[src/rtl/fp_div_sched.sv]
`default_nettype none
// ============================================================================
// Module   : fp_div_sched
// Purpose  : Time-multiplexed fractional clock scheduler. A single phase
//            accumulator adder is shared round-robin among NUM_CH channels;
//            each channel produces a 50:50 clock (accumulator MSB) plus
//            one-cycle rise (p0) and fall (p180) strobes. A valid/ready port
//            retunes a channel's increment either at its next slot or
//            phase-coherently at the channel's next rising edge.
// Ports    : clk_in, rst_in (async, active high)
//            ch_en[NUM_CH]            per-channel run enable
//            cfg_valid/cfg_ready      config handshake
//            cfg_ch, cfg_inc, cfg_sync  target channel, increment, mode
//            cfg_clamp, cfg_timeout   one-cycle status pulses
//            clk_out, clk_p0, clk_p180  per-channel clocks and strobes
// Options  : FP_SCHED_SYNC_TIMEOUT_EN - bounds how long a coherent update
//            may wait before it is forced (TO_W-bit visit counter).
// Revision : 1.0 - initial release
// ============================================================================
module fp_div_sched #(
  parameter int NUM_CH = 4,
  parameter int ACC_W  = 32,
  parameter int TO_W   = 8
) (
  input  logic                      clk_in,
  input  logic                      rst_in,
  input  logic [NUM_CH-1:0]         ch_en,
  input  logic                      cfg_valid,
  output logic                      cfg_ready,
  input  logic [$clog2(NUM_CH)-1:0] cfg_ch,
  input  logic [ACC_W-1:0]          cfg_inc,
  input  logic                      cfg_sync,
  output logic                      cfg_clamp,
  output logic                      cfg_timeout,
  output logic [NUM_CH-1:0]         clk_out,
  output logic [NUM_CH-1:0]         clk_p0,
  output logic [NUM_CH-1:0]         clk_p180
);

  localparam int                SLOT_W      = $clog2(NUM_CH);
  localparam logic [SLOT_W-1:0] C_SLOT_LAST = SLOT_W'(NUM_CH - 1);
  // Largest legal increment keeps the output at or below half the slot rate.
  localparam logic [ACC_W-1:0]  C_INC_MAX   = {1'b0, {(ACC_W-1){1'b1}}};

  typedef enum logic [0:0] {
    ST_IDLE = 1'b0,
    ST_PEND = 1'b1
  } state_t;

  state_t              r_state;
  logic [SLOT_W-1:0]   r_slot;
  logic [SLOT_W-1:0]   r_pend_ch;
  logic [ACC_W-1:0]    r_pend_inc;
  logic                r_pend_sync;
  logic                r_cfg_ready;
  logic                r_cfg_clamp;

  // Per-channel state is held inside the generate loop; these arrays give the
  // shared datapath a view of it.
  logic [ACC_W-1:0]    w_acc [NUM_CH];
  logic [ACC_W-1:0]    w_inc [NUM_CH];

  logic [ACC_W-1:0]    w_acc_cur;
  logic [ACC_W-1:0]    w_inc_cur;
  logic [ACC_W-1:0]    w_sum_old;
  logic [ACC_W-1:0]    w_inc_eff;
  logic [ACC_W-1:0]    w_sum;
  logic                w_en_cur;
  logic                w_visit;
  logic                w_fallback;
  logic                w_rise_old;
  logic                w_apply_coh;
  logic                w_apply_now;
  logic                w_apply;
  logic                w_force;

`ifdef FP_SCHED_SYNC_TIMEOUT_EN
  // The visit that brings the count to 2^TO_W-1 forces the update.
  localparam logic [TO_W-1:0] C_TO_LAST = {{(TO_W-1){1'b1}}, 1'b0};
  logic [TO_W-1:0]     r_to_cnt;
  logic                r_cfg_timeout;
`endif

  // --------------------------------------------------------------------------
  // Shared datapath for the channel owning the current slot
  // --------------------------------------------------------------------------
  always_comb begin
    w_acc_cur   = w_acc[r_slot];
    w_inc_cur   = w_inc[r_slot];
    w_en_cur    = ch_en[r_slot];
    w_visit     = (r_state == ST_PEND) && (r_slot == r_pend_ch);
    // A stopped or zero-rate channel never produces a rising edge, so a
    // coherent request against it would otherwise wait forever.
    w_fallback  = !w_en_cur || (w_inc_cur == '0);
    w_sum_old   = w_acc_cur + w_inc_cur;
    w_rise_old  = !w_acc_cur[ACC_W-1] && w_sum_old[ACC_W-1];
`ifdef FP_SCHED_SYNC_TIMEOUT_EN
    w_force     = r_pend_sync && !w_fallback && !w_rise_old && (r_to_cnt == C_TO_LAST);
`else
    w_force     = 1'b0;
`endif
    // Coherent apply: this update still uses the old increment (it makes the
    // rising edge); the new one takes effect from the next visit.
    w_apply_coh = w_visit && r_pend_sync && !w_fallback && w_rise_old;
    // Immediate apply: this slot's update already uses the new increment.
    w_apply_now = w_visit && (!r_pend_sync || w_fallback || w_force);
    w_apply     = w_apply_coh || w_apply_now;
    w_inc_eff   = w_apply_now ? r_pend_inc : w_inc_cur;
    w_sum       = w_acc_cur + w_inc_eff;
  end

  // --------------------------------------------------------------------------
  // Slot counter and configuration FSM
  // --------------------------------------------------------------------------
  always_ff @(posedge clk_in or posedge rst_in) begin
    if (rst_in) begin
      r_state       <= ST_IDLE;
      r_slot        <= '0;
      r_pend_ch     <= '0;
      r_pend_inc    <= '0;
      r_pend_sync   <= 1'b0;
      r_cfg_ready   <= 1'b1;
      r_cfg_clamp   <= 1'b0;
`ifdef FP_SCHED_SYNC_TIMEOUT_EN
      r_to_cnt      <= '0;
      r_cfg_timeout <= 1'b0;
`endif
    end else begin
      r_slot      <= (r_slot == C_SLOT_LAST) ? '0 : r_slot + SLOT_W'(1);
      r_cfg_clamp <= 1'b0;
`ifdef FP_SCHED_SYNC_TIMEOUT_EN
      r_cfg_timeout <= 1'b0;
`endif
      case (r_state)
        ST_IDLE: begin
          if (cfg_valid && r_cfg_ready) begin
            r_pend_ch   <= cfg_ch;
            r_pend_sync <= cfg_sync;
            if (cfg_inc[ACC_W-1]) begin
              r_pend_inc  <= C_INC_MAX;
              r_cfg_clamp <= 1'b1;
            end else begin
              r_pend_inc  <= cfg_inc;
            end
            r_state     <= ST_PEND;
            r_cfg_ready <= 1'b0;
`ifdef FP_SCHED_SYNC_TIMEOUT_EN
            r_to_cnt    <= '0;
`endif
          end
        end
        ST_PEND: begin
          if (w_apply) begin
            r_state     <= ST_IDLE;
            r_cfg_ready <= 1'b1;
`ifdef FP_SCHED_SYNC_TIMEOUT_EN
            r_cfg_timeout <= w_force;
`endif
          end
`ifdef FP_SCHED_SYNC_TIMEOUT_EN
          else if (w_visit) begin
            r_to_cnt <= r_to_cnt + TO_W'(1);
          end
`endif
        end
        default: begin
          r_state     <= ST_IDLE;
          r_cfg_ready <= 1'b1;
        end
      endcase
    end
  end

  // --------------------------------------------------------------------------
  // Per-channel accumulator, increment and strobe registers
  // --------------------------------------------------------------------------
  for (genvar g = 0; g < NUM_CH; g++) begin : g_ch
    localparam logic [SLOT_W-1:0] C_ID = SLOT_W'(g);

    logic [ACC_W-1:0] r_acc;
    logic [ACC_W-1:0] r_inc;
    logic             r_p0;
    logic             r_p180;

    always_ff @(posedge clk_in or posedge rst_in) begin
      if (rst_in) begin
        r_acc  <= '0;
        r_inc  <= '0;
        r_p0   <= 1'b0;
        r_p180 <= 1'b0;
      end else begin
        r_p0   <= 1'b0;
        r_p180 <= 1'b0;
        if (r_slot == C_ID) begin
          if (ch_en[g]) begin
            r_acc  <= w_sum;
            r_p0   <= !r_acc[ACC_W-1] &&  w_sum[ACC_W-1];
            r_p180 <=  r_acc[ACC_W-1] && !w_sum[ACC_W-1];
          end else begin
            // Stopping forces the clock low silently: no fall strobe.
            r_acc  <= '0;
          end
          if (w_apply) begin
            r_inc <= r_pend_inc;
          end
        end
      end
    end

    assign w_acc[g]    = r_acc;
    assign w_inc[g]    = r_inc;
    assign clk_out[g]  = r_acc[ACC_W-1];
    assign clk_p0[g]   = r_p0;
    assign clk_p180[g] = r_p180;
  end

  assign cfg_ready = r_cfg_ready;
  assign cfg_clamp = r_cfg_clamp;
`ifdef FP_SCHED_SYNC_TIMEOUT_EN
  assign cfg_timeout = r_cfg_timeout;
`else
  assign cfg_timeout = 1'b0;
`endif

endmodule
`default_nettype wire

[config.mk]
export PLATFORM = sky130hd
export DESIGN_NAME = fp_div_sched
export DESIGN_NICKNAME = d
export VERILOG_FILES = /design/src/rtl/fp_div_sched.sv
export SDC_FILE = /design/constraint.sdc
export NUM_CORES = 1
export LEC_CHECK = 0
export BUFFER_PORTS_ARGS = -buffer_cell sky130_fd_sc_hd__buf_2
export CAP_MARGIN = 40
export CORE_UTILIZATION = 50
export DETAILED_ROUTE_END_ITERATION = 7
export PLACE_DENSITY = 0.75
export SLEW_MARGIN = 5
export SYNTH_ARGS = -nofsm -noshare
export SYNTH_HDL_FRONTEND = slang
export SYNTH_SLANG_ARGS = --single-unit
[constraint.sdc]
create_clock -name clk_in -period 18.6 [get_ports clk_in]
set_input_delay 1.86 -clock clk_in [delete_from_list [all_inputs] [get_ports clk_in]]
set_output_delay 1.86 -clock clk_in [all_outputs]
set_load 0.05 [all_outputs]
# == Word level (Yosys, flattened, before mapping) ==
# Cells that the tools add are included.
# totals
reg_bits,304
in_bits,42
out_inout_bits,15
word_cells,111
# classes
add_sub_neg,3
order_cmp,2
n_eq_ne,6
mux,40
n_bitwise,2
reduce_logical,35
# op_table
cell,count
$mux W32,9
$bmux W32 S2,2
$add A32 B32 Y32,2
$logic_not A32 Y1,1
$mux W31,1
$mux W1,24
$logic_and A1 B1 Y1,15
$reduce_and A2 Y1,6
$logic_not A1 Y1,9
$eq A2 B2 Y1 const B,2
$pmux W1 S2,2
$ge A3 B3 Y1 const B,1
$logic_or A1 B1 Y1,3
$lt A2 B3 Y1 const B,1
$not A2 Y3,1
$add A2 B1 Y2 const B,1
$bmux W1 S2,1
$eq A2 B1 Y1 const B,1
$eq A2 B2 Y1,1
$logic_not A2 Y1,1
$mux W2,1
$ne A2 B1 Y1 const B,1
$ne A2 B2 Y1 const B,1
$not A1 Y1,1

# == Logic depth before layout (Yosys ltp) ==
# Gate-level depths: netlist of run 1.
# logic_depth
word_depth,14
mapped_depth,20
ltp_nobuf,17

# == Worst setup path before layout of run 1 ==
# No wires, ideal clock.
# synth_timing
path_type,input port to flip-flop
startpoint,in ch_en[3]
endpoint,reg g_ch[1].r_acc[30]
setup_time_ns,0.126
arrival_time_ns,5.618
required_ns,18.474
setup_slack_ns,12.856
path_stages,17
n_path_buf,2
cell_sequence,clkbuf_1 -> mux4_2 -> nand2_1 -> o21ai_1 -> clkbuf_1 -> mux2_2 -> ha_1 -> inv_1 -> fa_1 -> nor2b_1 -> o21ai_0 -> a21boi_0 -> o2111ai_1 -> o211ai_1 -> a21oi_1 -> mux2_2 -> a221o_1
# synth_via
elab_chain_cells,9
# synth_rtl
element,line,source
"start, declared",27,"input logic [NUM_CH-1:0] ch_en,"
$bmux W1 S2,90,w_en_cur = ch_en[r_slot];
$mux W1 (not written as such),90,
$logic_not A1 Y1,94,w_fallback = !w_en_cur || (w_inc_cur == '0);
$logic_or A1 B1 Y1,94,
$logic_or A1 B1 Y1,106,w_apply_now = w_visit && (!r_pend_sync || w_fallback || w_force);
$logic_and A1 B1 Y1,106,
$mux W32,108,w_inc_eff = w_apply_now ? r_pend_inc : w_inc_cur;
$add A32 B32 Y32,109,w_sum = w_acc_cur + w_inc_eff;
$mux W32,195,if (ch_en[g]) begin
"end signal, assigned",196,r_acc <= w_sum;
"end, declared",180,logic [ACC_W-1:0] r_acc;
# Every way passes these cells. The select of a mux whose other input is x is not followed.
# A chain may end at the register's enable or synchronous reset.

# == Worst setup path after layout of run 1 ==
# layout_timing
startpoint,reg r_slot[0]
endpoint,reg g_ch[2].r_acc[30]
# layout_via
elab_chain_cells,11
elab_cells_between_ends,20
cone_classes,1 x add/sub; 2 x eq/ne; 10 x mux; 1 x bitwise; 6 x reduce/logical
# layout_rtl
element,line,source
"start, declared",51,logic [SLOT_W-1:0] r_slot;
"start signal, assigned",129,r_slot <= (r_slot == C_SLOT_LAST) ? '0 : r_slot + SLOT_W'(1);
$not A2 Y3 (not written as such),"88, 89",
$bmux W32 S2,89,w_inc_cur = w_inc[r_slot];
$mux W32 (not written as such) (2 in series),89,
$logic_not A32 Y1,94,
$logic_or A1 B1 Y1,94,
$logic_or A1 B1 Y1,106,
$logic_and A1 B1 Y1,106,
$mux W32,108,
$add A32 B32 Y32,109,
$mux W32,195,
"end signal, assigned",196,
"end, declared",180,
# Parallel ways exist; a longest one is shown, timed or not. The select of a mux whose other input is x is not followed.

==> summary.md, run 1 <==
| Metric | Value |
|---|---|
| Post-synth top cells | 298 x dfrtp_1, 152 x mux2_2, 90 x o2bb2ai_1, 80 x nand2_1, 65 x ha_1 |
| Max_cap viols | 0 |
| Largest net degree at the start of global routing | 174 |
| Post-CTS setup buffers | 0 |
| Die footprint | 0.03175 mm2 |
| Critical Path Start Type | flop |
| Root Driver | clkbuf_16 |
| Worst-Skew Late Latency | 560 ps |
| Syn avg cell area | 12.43 um2 |
| CTS tree | done |
| 1st-iter DRT viols | 891 |
| Rel. slew slack | 0.3365 |
| Vias in the first global route | 10.66k |
| Row count | 64 |
| Post-placement setup slack | 11970 ps |
| Initial antenna violation count | 0 |
| Most common cell in the synthesized netlist | dfrtp_1 |
| Setup-violating endpoint count in the final report | 0 |
| Fin nets | 1380 |
| Final core utilization | 0.5635 |
| Net switching power figure | 1.119 mW |
| Total number of vias | 10.61k |
| Combinational share of power | 0.407 |
| Worst Path Buf+Inv | 3 |
| Antenna Nets Post-Route | 0 |
| Sequential power share | 0.371 |
| GRT overflow | 0 |
| Synthesized flop and latch total | 299 |
| Clock Tree Buf Depth | 3 |
| Crit-path slowest cell | dfrtp_4 |
| WHS | 474.8 ps |
| Clock power frac | 0.222 |
| Initial DRT Pass Iterations | 5 |
| Hold path cells | 2 |
| WL/cell | 22.79 um |
| Crit-path leading delay family | compound AO/OA/AOI/OAI gates |
| Syn. warnings | 0 |
| Async set or reset register ratio after synthesis | 1.000 |
| Antenna cell count | 0 |
| Number of buffers inserted by hold repair at cts | 0 |
| Clk slew on worst S/H paths | 60 ps |
| Final wirelength | 38530 um |
| DIE HEIGHT | 178.2 um |
| CP Capture Type | flop |
| Post-Syn Instances | 1248 |
| Synth top area share | 0.4805 |
| Worst EP arrival | 7070 ps |
| Die Wd | 178.2 um |
| Largest cells by area after synthesis | dfrtp_1 48%, mux2_2 11%, mux4_2 9.3%, ha_1 5.2%, o2bb2ai_1 5.1% |
| F_max | 150.8 MHz |
| Multi-input gate area | 0.007503 mm2 |
| CP required | 19040 ps |
| # IOs | 57 |
| CP peak stage delay | 820 ps |
| Peak supply drop | 0.1008 mV |
| Yosys cell types | 58 |
| Final Hold Viols | 0 |
| Post-Layout Inst Area | 0.01724 mm2 |
| Pwr Total | 2.987 mW |
| Worst-Margin Slew | 995.3 ps |
| Placed cell count | 1635 |
| Final HPWL DP | 26440 um |
| Clock skew | 12.09 ps |
| Hold Path Class | reg2reg |
| FF-to-FF path depth | 19 |
| Netlist Area Pre-Place | 0.01552 mm2 |
| Non-Filler Instances | 1691 |
| CTS sink count | 299 |
| Crit path kind | reg2reg |
| Critical path peak fanout | 40 |
| Cell Chain, Critical Path | buf_4, mux4_2, nor4_1, nand4_1, nor2_1, o21ai_2, buf_4, mux2_2, ha_1, inv_1, fa_1, nor2b_1, o21ai_0, a21boi_0, o2111ai_1, o211ai_1, a21oi_1, mux2_2, a221o_1 |
| DR vias/cell | 6.276 |
| Fin crit share | 0.3565 |
| EDFF count, synth | 0 |
| Residual DRC | 0 |
| Tmin final | 6631 ps |
| Power Internal | 1.869 mW |
| RSZ-0062 raised after global routing | no |
| Status | complete, no violations |
| Share of cells above drive strength 1 | 0.2757 |
| Worst Slack Setup Final | 11970 ps |
| Sequential Area | 0.007488 mm2 |
| Pwr Density | 173.3 mW/mm2 |
| CTS H-tree depth | 1 |
| Critical path depth | 19 |
| Area Overhead vs Synth | 11.08% |
| GPL Wtd Cong | 0.8848 |
| Gr usage total | 0.2481 |
| Post-CTS sizing | 0 |
| Seq/Total Area, Yosys | 0.4822 |
| Area leader, netlist | dfrtp_1 |
| First-pass GRT wire length | 60680 um |
| FILL cells | 2492 |
| Mapped Nets | 1356 |
| Dpl cell area | 0.01613 mm2 |
| Total CTS buffers | 31 |
| TNS Setup | 0 ps |
| Sw Ratio | 0.3745 |
| Initial core utilization | 0.5073 |
| Final Max Slew Viols | 0 |
| Leak Pwr | 7.982 nW |
| Core ar. | 0.03059 mm2 |
| IO Port Bufs | 55 |
| Top_reg_cell synth | dfrtp_1 |
==> cells in the final DEF (no fill, tap or decap), types with 5 or more instances in the layout <==
cell / netlist / routed
xnor2_1: 10 / 10
nand2_1: 80 / 80
nor2_1: 56 / 56
o21ai_0: 58 / 58
o2bb2ai_1: 90 / 90
buf_2: 6 / 55
dfrtp_1: 298 / 296
buf_12: 0 / 5
xor2_1: 16 / 16
nand3_1: 17 / 16
mux4_2: 64 / 64
mux2_2: 152 / 152
clkbuf_16: 0 / 31
and3_1: 13 / 13
a41o_1: 8 / 8
a21o_1: 29 / 29
a21oi_1: 37 / 37
bufinv_16: 0 / 5
nor3_1: 7 / 7
clkbuf_1: 45 / 5
nor4_1: 11 / 11
nand4_1: 13 / 13
inv_1: 31 / 30
mux2_1: 10 / 10
o41ai_1: 9 / 9
clkbuf_8: 0 / 9
buf_4: 27 / 12
nor2b_1: 14 / 14
ha_1: 65 / 65
==> power by group through the flow <==
| stage | clock network (mW) | registers [mW] | logic, mW |
|---|---|---|---|
| after floorplan | 0 | 1.04 | 0.925 |
| after detailed placement | 0 | 1.11 | 1.20 |
| after global routing | 0.701 | 1.14 | 1.32 |
| after global placement | 0 | 1.10 | 1.16 |
| after CTS | 0.674 | 1.11 | 1.21 |
| final | 0.664 | 1.11 | 1.22 |
==> path summary, 6_finish.rpt <==
path                       slack [ps]                           from                             to
setup / recovery                11970            r_slot[0]$_DFF_PP0_  g_ch[2].r_acc[30]$_DFFE_PP0P_
hold reg to reg                   470  g_ch[2].r_acc[24]$_DFFE_PP0P_  g_ch[2].r_acc[24]$_DFFE_PP0P_
setup reg to reg                11970            r_slot[0]$_DFF_PP0_  g_ch[2].r_acc[30]$_DFFE_PP0P_
max in group asynchronous       16280                         rst_in     r_pend_inc[27]$_DFFE_PP0P_
min in group asynchronous        1190                         rst_in   g_ch[2].r_acc[3]$_DFFE_PP0P_
hold / removal                    470  g_ch[2].r_acc[24]$_DFFE_PP0P_  g_ch[2].r_acc[24]$_DFFE_PP0P_
==> cell type report <==
type,count,share of cell area
clock buffers,45,0.05328
clock inverters,11,0.01074
well taps,396,0.02874
repair buffers,75,0.03034
multi-input cells,834,0.4353
flip-flops and latches,299,0.4344
inverters,31,0.007186
==> sequential cells by signal (all words and copies together), names as in the netlist <==
name	flops
g_ch.r_acc	128
r_pend_sync	1
r_pend_ch	2
r_state	1
cfg_clamp	1
r_pend_inc	31
r_slot	2
g_ch.r_p0	4
g_ch.r_p180	4
cfg_ready	1
g_ch.r_inc	124
==> worst min-delay path: stages, from the launching register on <==
cell     delay (ps)
dfrtp_1         340
nand2_1          50
o41ai_1          50
==> cell families after synthesis <==
family | after synthesis | synth area share
DFF | 299 | 0.4822
muxes | 228 | 0.2117
adders and majority gates | 66 | 0.05370
xor gates and xnor gates | 26 | 0.01467
other | 1 | 0.0002416
AOI/OAI and AO/OA | 278 | 0.1305
and+or+nand+nor | 235 | 0.07208
buffers and inverters | 115 | 0.03483
==> metal layers <==
layer  vias to the layer above  wire (um)  track usage
li1                       4742          -            -
met1                      5445      16500       0.3378
met2                       340      18400       0.4053
met3                        85       2259      0.04113
met4                         0       1374      0.08051
met5                         -          0            0
Power figures use the tool's default switching activity.
==> run 2, diff against run 1 <==
Settings changed: PLACE_DENSITY 0.75 to 0.77.
Clock period 18.6 ns to 5.4 ns, I/O delays scaled along.
==> run 2 against run 1 <==
Net effect: cell count is 1.0% higher; global-route usage decreased by 0.33 points; wire length down 0.24%; combinational power rose to 3.6 times the previous value; clock-buffer cell count shrank 3; critical path depth shrank 1; register-to-register slack lost 12000 ps; via count grew 1.2%; worst hold slack got worse by 290 ps; die area stayed put; critical path type unchanged; critical endpoint unchanged.
==> summary.md, run 2 (synthesis gave the netlist of run 1 again) <==
| Metric | Value |
|---|---|
| RR Startpoint | r_slot[0]$_DFF_PP0_ (unchanged) |
| Area Overhead vs Synth | 12.40% (was 11.08%) |
| Residual DRC | 0 (unchanged) |
| Top reg by flops | g_ch.r_acc (unchanged) |
| Initial antenna violation count | 0 (unchanged) |
| Hold Path Class | in2async (was reg2reg) |
| CP required | 5840 ps (was 19040 ps) |
| Setup-violating endpoint count in the final report | 0 (unchanged) |
| Die footprint | 0.03175 mm2 (unchanged) |
| CTS tree | done (unchanged) |
| Tmin final | 5242 ps (was 6631 ps) |
| Row count | 64 (unchanged) |
| GRT overflow | 0 (unchanged) |
| Crit-path slowest cell | mux4_2 (was dfrtp_4) |
| Pwr Density | 593.6 mW/mm2 (was 173.3 mW/mm2) |
| Total number of vias | 10.74k (was 10.61k) |
| 1st-iter DRT viols | 958 (was 891) |
| Pwr Total | 10.35 mW (was 2.987 mW) |
| Most frequent cells in the layout | 296 x dfrtp_1, 152 x mux2_2, 90 x o2bb2ai_1 (unchanged) |
| Total CTS buffers | 31 (unchanged) |
| WL/cell | 22.51 um (was 22.79 um) |
| Clock skew | 20.64 ps (was 12.09 ps) |
| Initial DRT Pass Iterations | 6 (was 5) |
| Worst Path Buf+Inv | 3 (unchanged) |
| Crit-path leading delay family | compound AO/OA/AOI/OAI gates (unchanged) |
| Max_cap viols | 0 (unchanged) |
| Vias in the first global route | 10.64k (was 10.66k) |
| Worst EP arrival | 5690 ps (was 7070 ps) |
| Sw Ratio | 0.3813 (was 0.3745) |
| Gr usage total | 0.2448 (was 0.2481) |
| Antenna Nets Post-Route | 0 (unchanged) |
| Final wirelength | 38440 um (was 38530 um) |
| Registers with the most flip-flops | g_ch.r_acc (128), g_ch.r_inc (124), r_pend_inc (31) (unchanged) |
| GPL Wtd Cong | 0.9135 (was 0.8848) |
| Placed cell count | 1651 (was 1635) |
| Largest register FFs | 128 (unchanged) |
| Clock power frac | 0.210 (was 0.222) |
| IO Port Bufs | 55 (unchanged) |
| Antenna cell count | 0 (unchanged) |
| Fin crit share | 0.9708 (was 0.3565) |
| Root Driver | clkbuf_16 (unchanged) |
| Net switching power figure | 3.948 mW (was 1.119 mW) |
| Share of cells above drive strength 1 | 0.2980 (was 0.2757) |
| Core ar. | 0.03059 mm2 (unchanged) |
| CP peak stage delay | 600 ps (was 820 ps) |
| CTS H-tree depth | 1 (unchanged) |
| Final Hold Viols | 0 (unchanged) |
| Largest net degree at the start of global routing | 153 (was 174) |
| # IOs | 57 (unchanged) |
| WHS | 181.8 ps (was 474.8 ps) |
| Non-Filler Instances | 1708 (was 1691) |
| Critical path peak fanout | 20 (was 40) |
| Combinational share of power | 0.422 (was 0.407) |
| CTS sink count | 299 (unchanged) |
| Power Internal | 6.406 mW (was 1.869 mW) |
| DR vias/cell | 6.287 (was 6.276) |
| Critical Path Start Type | flop (unchanged) |
| Die Wd | 178.2 um (unchanged) |
| Crit path kind | reg2reg (unchanged) |
| CP Capture Type | flop (unchanged) |
| Final Max Slew Viols | 0 (unchanged) |
| TNS Setup | 0 ps (unchanged) |
| Clock Tree Buf Depth | 3 (unchanged) |
| Rel. slew slack | 0.4078 (was 0.3365) |
| Leak Pwr | 8.084 nW (was 7.982 nW) |
| F_max | 190.8 MHz (was 150.8 MHz) |
| Worst-Margin Slew | 888.2 ps (was 995.3 ps) |
| CP startpoint | r_slot[0]$_DFF_PP0_ (unchanged) |
| Cell Chain, Critical Path | buf_12, mux4_2, nor4_2, nand4_1, nor2_1, o21ai_4, buf_4, mux2_2, ha_1, a21o_1, a21o_1, a21oi_2, nor3b_1, o211ai_1, buf_4, a21oi_2, mux2_2, a221o_1 (was buf_4, mux4_2, nor4_1, nand4_1, nor2_1, o21ai_2, buf_4, mux2_2, ha_1, inv_1, fa_1, nor2b_1, o21ai_0, a21boi_0, o2111ai_1, o211ai_1, a21oi_1, mux2_2, a221o_1) |
| Sequential power share | 0.368 (was 0.371) |
| Peak supply drop | 0.3615 mV (was 0.1008 mV) |
| Final HPWL DP | 26240 um (was 26440 um) |
| Initial core utilization | 0.5073 (unchanged) |
| First-pass GRT wire length | 59940 um (was 60680 um) |
| FILL cells | 2442 (was 2492) |
| Worst-Skew Late Latency | 560 ps (about the same) |
| DIE HEIGHT | 178.2 um (unchanged) |
| Clk slew on worst S/H paths | 60 ps (about the same) |
| Fin nets | 1398 (was 1380) |
| Most common cell after layout, fill and taps aside | dfrtp_1 (unchanged) |
| Status | complete, no violations (unchanged) |
run 2: stage by stage:
| step | util | worst slack (ps) | area, um2 |
|---|---|---|---|
| 6_report | 0.5702 | 157.7 | 17440 |
| 5_1_grt | 0.5702 | -117.9 | 17440 |
| 4_1_cts | 0.5670 | 41.07 | 17340 |
| 3_5_place_dp | 0.5326 | 59.78 | 16290 |
| 3_3_place_gp | 0.5313 | 164.7 | 16250 |
| 2_1_floorplan | - | 504.0 | 15520 |
run 2: metal layers:
layer	global-route usage	vias to the layer above	wire length [um]
met5	0	-	0
met4	0.07345	0	1133
met3	0.04902	68	2546
met2	0.4013	391	18600
met1	0.3289	5477	16160
li1	-	4802	-
run 2: layout make-up:
cell class	instances	area, um2	share of cell area
Inverter	31	120.1	0.006886
Timing Repair Buffer	93	700.7	0.04017
Clock buffer	42	917.1	0.05258
Clock inverter	13	133.9	0.007675
Sequential cell	299	7491	0.4295
Multi-Input combinational cell	834	7585	0.4348
Tap cell	396	495.5	0.02841
run 2: path summary, 6_finish.rpt:
check,end,slack (ps),cells after the start
min in group clk_in,r_pend_sync$_DFFE_PP0P_,210,2
hold reg to reg,g_ch[2].r_acc[24]$_DFFE_PP0P_,480,2
max in group asynchronous,r_slot[0]$_DFF_PP0_,4390,3
setup / recovery,g_ch[2].r_acc[30]$_DFFE_PP0P_,160,18
setup reg to reg,g_ch[2].r_acc[30]$_DFFE_PP0P_,160,18
hold / removal,g_ch[1].r_acc[4]$_DFFE_PP0P_,180,3
run 2: power groups by stage:
stage	clock network [mW]	registers, mW	logic [mW]
6_report	2.17	3.81	4.37
5_1_grt	2.30	3.92	4.73
4_1_cts	2.20	3.81	4.24
3_5_place_dp	0	3.83	4.20
3_3_place_gp	0	3.79	4.07
2_1_floorplan	0	3.58	3.19
run 2: repair_timing:
| action | 4_1_cts | 5_1_grt |
|---|---|---|
| hold buffers | 0 | 0 |
| setup buffers | 0 | 2 |
| setup endpoints to repair | 0 | 71 |
| gates resized for setup | 0 | 18 |
run 2: tightest hold or removal path, stage by stage:
cell and delay, ps:
buf_2 110, clkinvlp_4 100, buf_12 490
==> run 3, diff against run 2 <==
Settings changed: PLACE_DENSITY 0.77 to 0.75.
Clock period 5.4 ns to 5.3 ns, I/O delays scaled along.
==> run 3 against run 2 <==
Net effect: worst hold slack worse by 1.8 ps; non-clock buffer count increased by 27; sequential share of layout area shrank 0.73 points; maximum frequency is 3.2% higher; clock power rose by 5%; global-route usage increased by 0.43 points; final area grew 1.7%; via count rose by 1.3%; critical endpoint is now g_ch[3].r_acc[31]$_DFFE_PP0P_; largest cell class unchanged.
==> summary.md, run 3 (synthesis gave the netlist of run 1 again) <==
| Metric | Value |
|---|---|
| Residual DRC | 0 (unchanged) |
| Final Hold Viols | 0 (unchanged) |
| Routed met1 length | 16220 um (was 16160 um) |
| Critical Path Start Type | flop (unchanged) |
| Most frequent cells in the layout | 296 x dfrtp_1, 152 x mux2_2, 90 x o2bb2ai_1 (unchanged) |
| Core ar. | 0.03059 mm2 (unchanged) |
| Setup-violating endpoint count in the final report | 0 (unchanged) |
| Pwr Total | 10.79 mW (was 10.35 mW) |
| Antenna cell count | 0 (unchanged) |
| Initial antenna violation count | 0 (unchanged) |
| FF-to-FF path depth | 20 (was 18) |
| Post-placement setup slack | 102.9 ps (was 59.78 ps) |
| Clock Tree Buf Depth | 3 (unchanged) |
| Initial core utilization | 0.5073 (unchanged) |
| Fin nets | 1424 (was 1398) |
| Placed cell count | 1674 (was 1651) |
| Registers with the most flip-flops | g_ch.r_acc (128), g_ch.r_inc (124), r_pend_inc (31) (unchanged) |
| DIE HEIGHT | 178.2 um (unchanged) |
| Die footprint | 0.03175 mm2 (unchanged) |
| Worst-Skew Late Latency | 560 ps (about the same) |
| CTS H-tree depth | 1 (unchanged) |
| Status | complete, no violations (unchanged) |
| Top reg by flops | g_ch.r_acc (unchanged) |
| Met3 WL | 2548 um (was 2546 um) |
| Final wirelength | 38910 um (was 38440 um) |
| Max layer used | met4 (unchanged) |
| Initial DRT Pass Iterations | 5 (was 6) |
| GRT overflow | 0 (unchanged) |
| Total CTS buffers | 30 (was 31) |
| Root Driver | clkbuf_16 (unchanged) |
| Tmin final | 5080 ps (was 5242 ps) |
| Leak Pwr | 8.274 nW (was 8.084 nW) |
| Worst R2R End | g_ch[3].r_acc[31]$_DFFE_PP0P_ (was g_ch[2].r_acc[30]$_DFFE_PP0P_) |
| Antenna Nets Post-Route | 0 (unchanged) |
| Hold Path Class | in2async (unchanged) |
| Critical path peak fanout | 12 (was 20) |
| Share of cells above drive strength 1 | 0.3134 (was 0.2980) |
| Worst-Margin Slew | 1007 ps (was 888.2 ps) |
| Max_cap viols | 0 (unchanged) |
| Setup crit end | g_ch[3].r_acc[31]$_DFFE_PP0P_ (was g_ch[2].r_acc[30]$_DFFE_PP0P_) |
| CP startpoint | r_slot[0]$_DFF_PP0_ (unchanged) |
| Gr usage total | 0.2491 (was 0.2448) |
| F_max | 196.8 MHz (was 190.8 MHz) |
| Final core utilization | 0.5798 (was 0.5702) |
| Crit path kind | reg2reg (unchanged) |
| RR Startpoint | r_slot[0]$_DFF_PP0_ (unchanged) |
| Largest register FFs | 128 (unchanged) |
| Area Overhead vs Synth | 14.29% (was 12.40%) |
| CTS sink count | 299 (unchanged) |
| CP required | 5740 ps (was 5840 ps) |
| Non-Filler Instances | 1736 (was 1708) |
| Die Wd | 178.2 um (unchanged) |
| Rel. slew slack | 0.3285 (was 0.4078) |
| Pwr Density | 608.6 mW/mm2 (was 593.6 mW/mm2) |
| GPL Wtd Cong | 0.8978 (was 0.9135) |
| Total number of vias | 10.88k (was 10.74k) |
| Routed wl met2 | 18900 um (was 18600 um) |
| First-pass GRT wire length | 61470 um (was 59940 um) |
| R2R setup slack | 220 ps (was 160 ps) |
| Final Max Slew Viols | 0 (unchanged) |
| Peak supply drop | 0.3302 mV (was 0.3615 mV) |
| 1st-iter DRT viols | 930 (was 958) |
| Row count | 64 (unchanged) |
| Worst Slack Setup Final | 219.7 ps (was 157.7 ps) |
| FILL cells | 2412 (was 2442) |
| # IOs | 57 (unchanged) |
| WL/cell | 22.41 um (was 22.51 um) |
| Final HPWL DP | 26380 um (was 26240 um) |
| CTS tree | done (unchanged) |
| Most common cell after layout, fill and taps aside | dfrtp_1 (unchanged) |
| IO Port Bufs | 55 (unchanged) |
| CP Capture Type | flop (unchanged) |
| Worst EP arrival | 5530 ps (was 5690 ps) |
| Clk slew on worst S/H paths | 60 ps (about the same) |
| Clock skew | 15.54 ps (was 20.64 ps) |
| Vias in the first global route | 10.93k (was 10.64k) |
| DR vias/cell | 6.267 (was 6.287) |
| Fin crit share | 0.9585 (was 0.9708) |
| Largest net degree at the start of global routing | 175 (was 153) |
## run 3: repair_timing
item,in CTS,in global routing
setup buffers,0,6
hold buffers,0,0
setup endpoints to repair,0,64
hold endpoints to repair,0,0
gates resized for setup,0,19
## run 3: layer usage
metal | vias up | GRT usage
li1 | 4849 | -
met1 | 5540 | 0.3381
met2 | 398 | 0.4045
met3 | 93 | 0.04646
met4 | 0 | 0.08086
met5 | - | 0
## run 3: metrics by stage
step,hold WS [ps],TNS (ps),instance area (um2)
floorplan,437.9,0,15520
global placement,449.4,0,16450
detailed placement,465.9,0,16500
CTS,191.3,0,17590
global route,201.1,-457.7,17740
finish,180.1,0,17740
## run 3: cell type report
class,count,area [um2],share of cell area
Inverter,31,120.1,0.006772
Clock inverter,11,133.9,0.007548
Sequential cell,299,7488,0.4222
Tap cell,396,495.5,0.02793
Timing Repair Buffer,120,957.2,0.05396
Clock buffer,45,948.4,0.05347
Multi-Input combinational cell,834,7594,0.4281
## run 3: worst min path at each step
stage | from | slack (ps) | to
floorplan | g_ch[2].r_acc[12]$_DFFE_PP0P_ | 440 | g_ch[2].r_acc[12]$_DFFE_PP0P_
global placement | g_ch[2].r_acc[12]$_DFFE_PP0P_ | 450 | g_ch[2].r_acc[12]$_DFFE_PP0P_
detailed placement | g_ch[1].r_acc[24]$_DFFE_PP0P_ | 470 | g_ch[1].r_acc[24]$_DFFE_PP0P_
CTS | cfg_sync | 190 | r_pend_sync$_DFFE_PP0P_
global route | cfg_sync | 200 | r_pend_sync$_DFFE_PP0P_
finish | rst_in | 180 | g_ch[2].r_acc[13]$_DFFE_PP0P_
## run 3: power breakdown
part	leakage, nW	internal (mW)	switching [mW]
registers	3.80	3.22	0.672
logic	3.93	2.15	2.49
clock network	0.545	1.37	0.893
total	8.27	6.74	4.05
## run 3: critical path: stages (launching register included)
cell       delay, ps
dfrtp_4          540
buf_12           160
mux4_2           550
nor4_2           290
buf_4            160
nand4_1           80
nor2_1           170
o21ai_2          160
buf_4            210
mux2_2           280
ha_1             310
buf_4            160
a21oi_1          180
o22ai_1          190
o211ai_1         270
o2111ai_2        210
a41oi_2          270
o21ai_0          180
a21o_1           220
buf_12           140
a41o_1           240
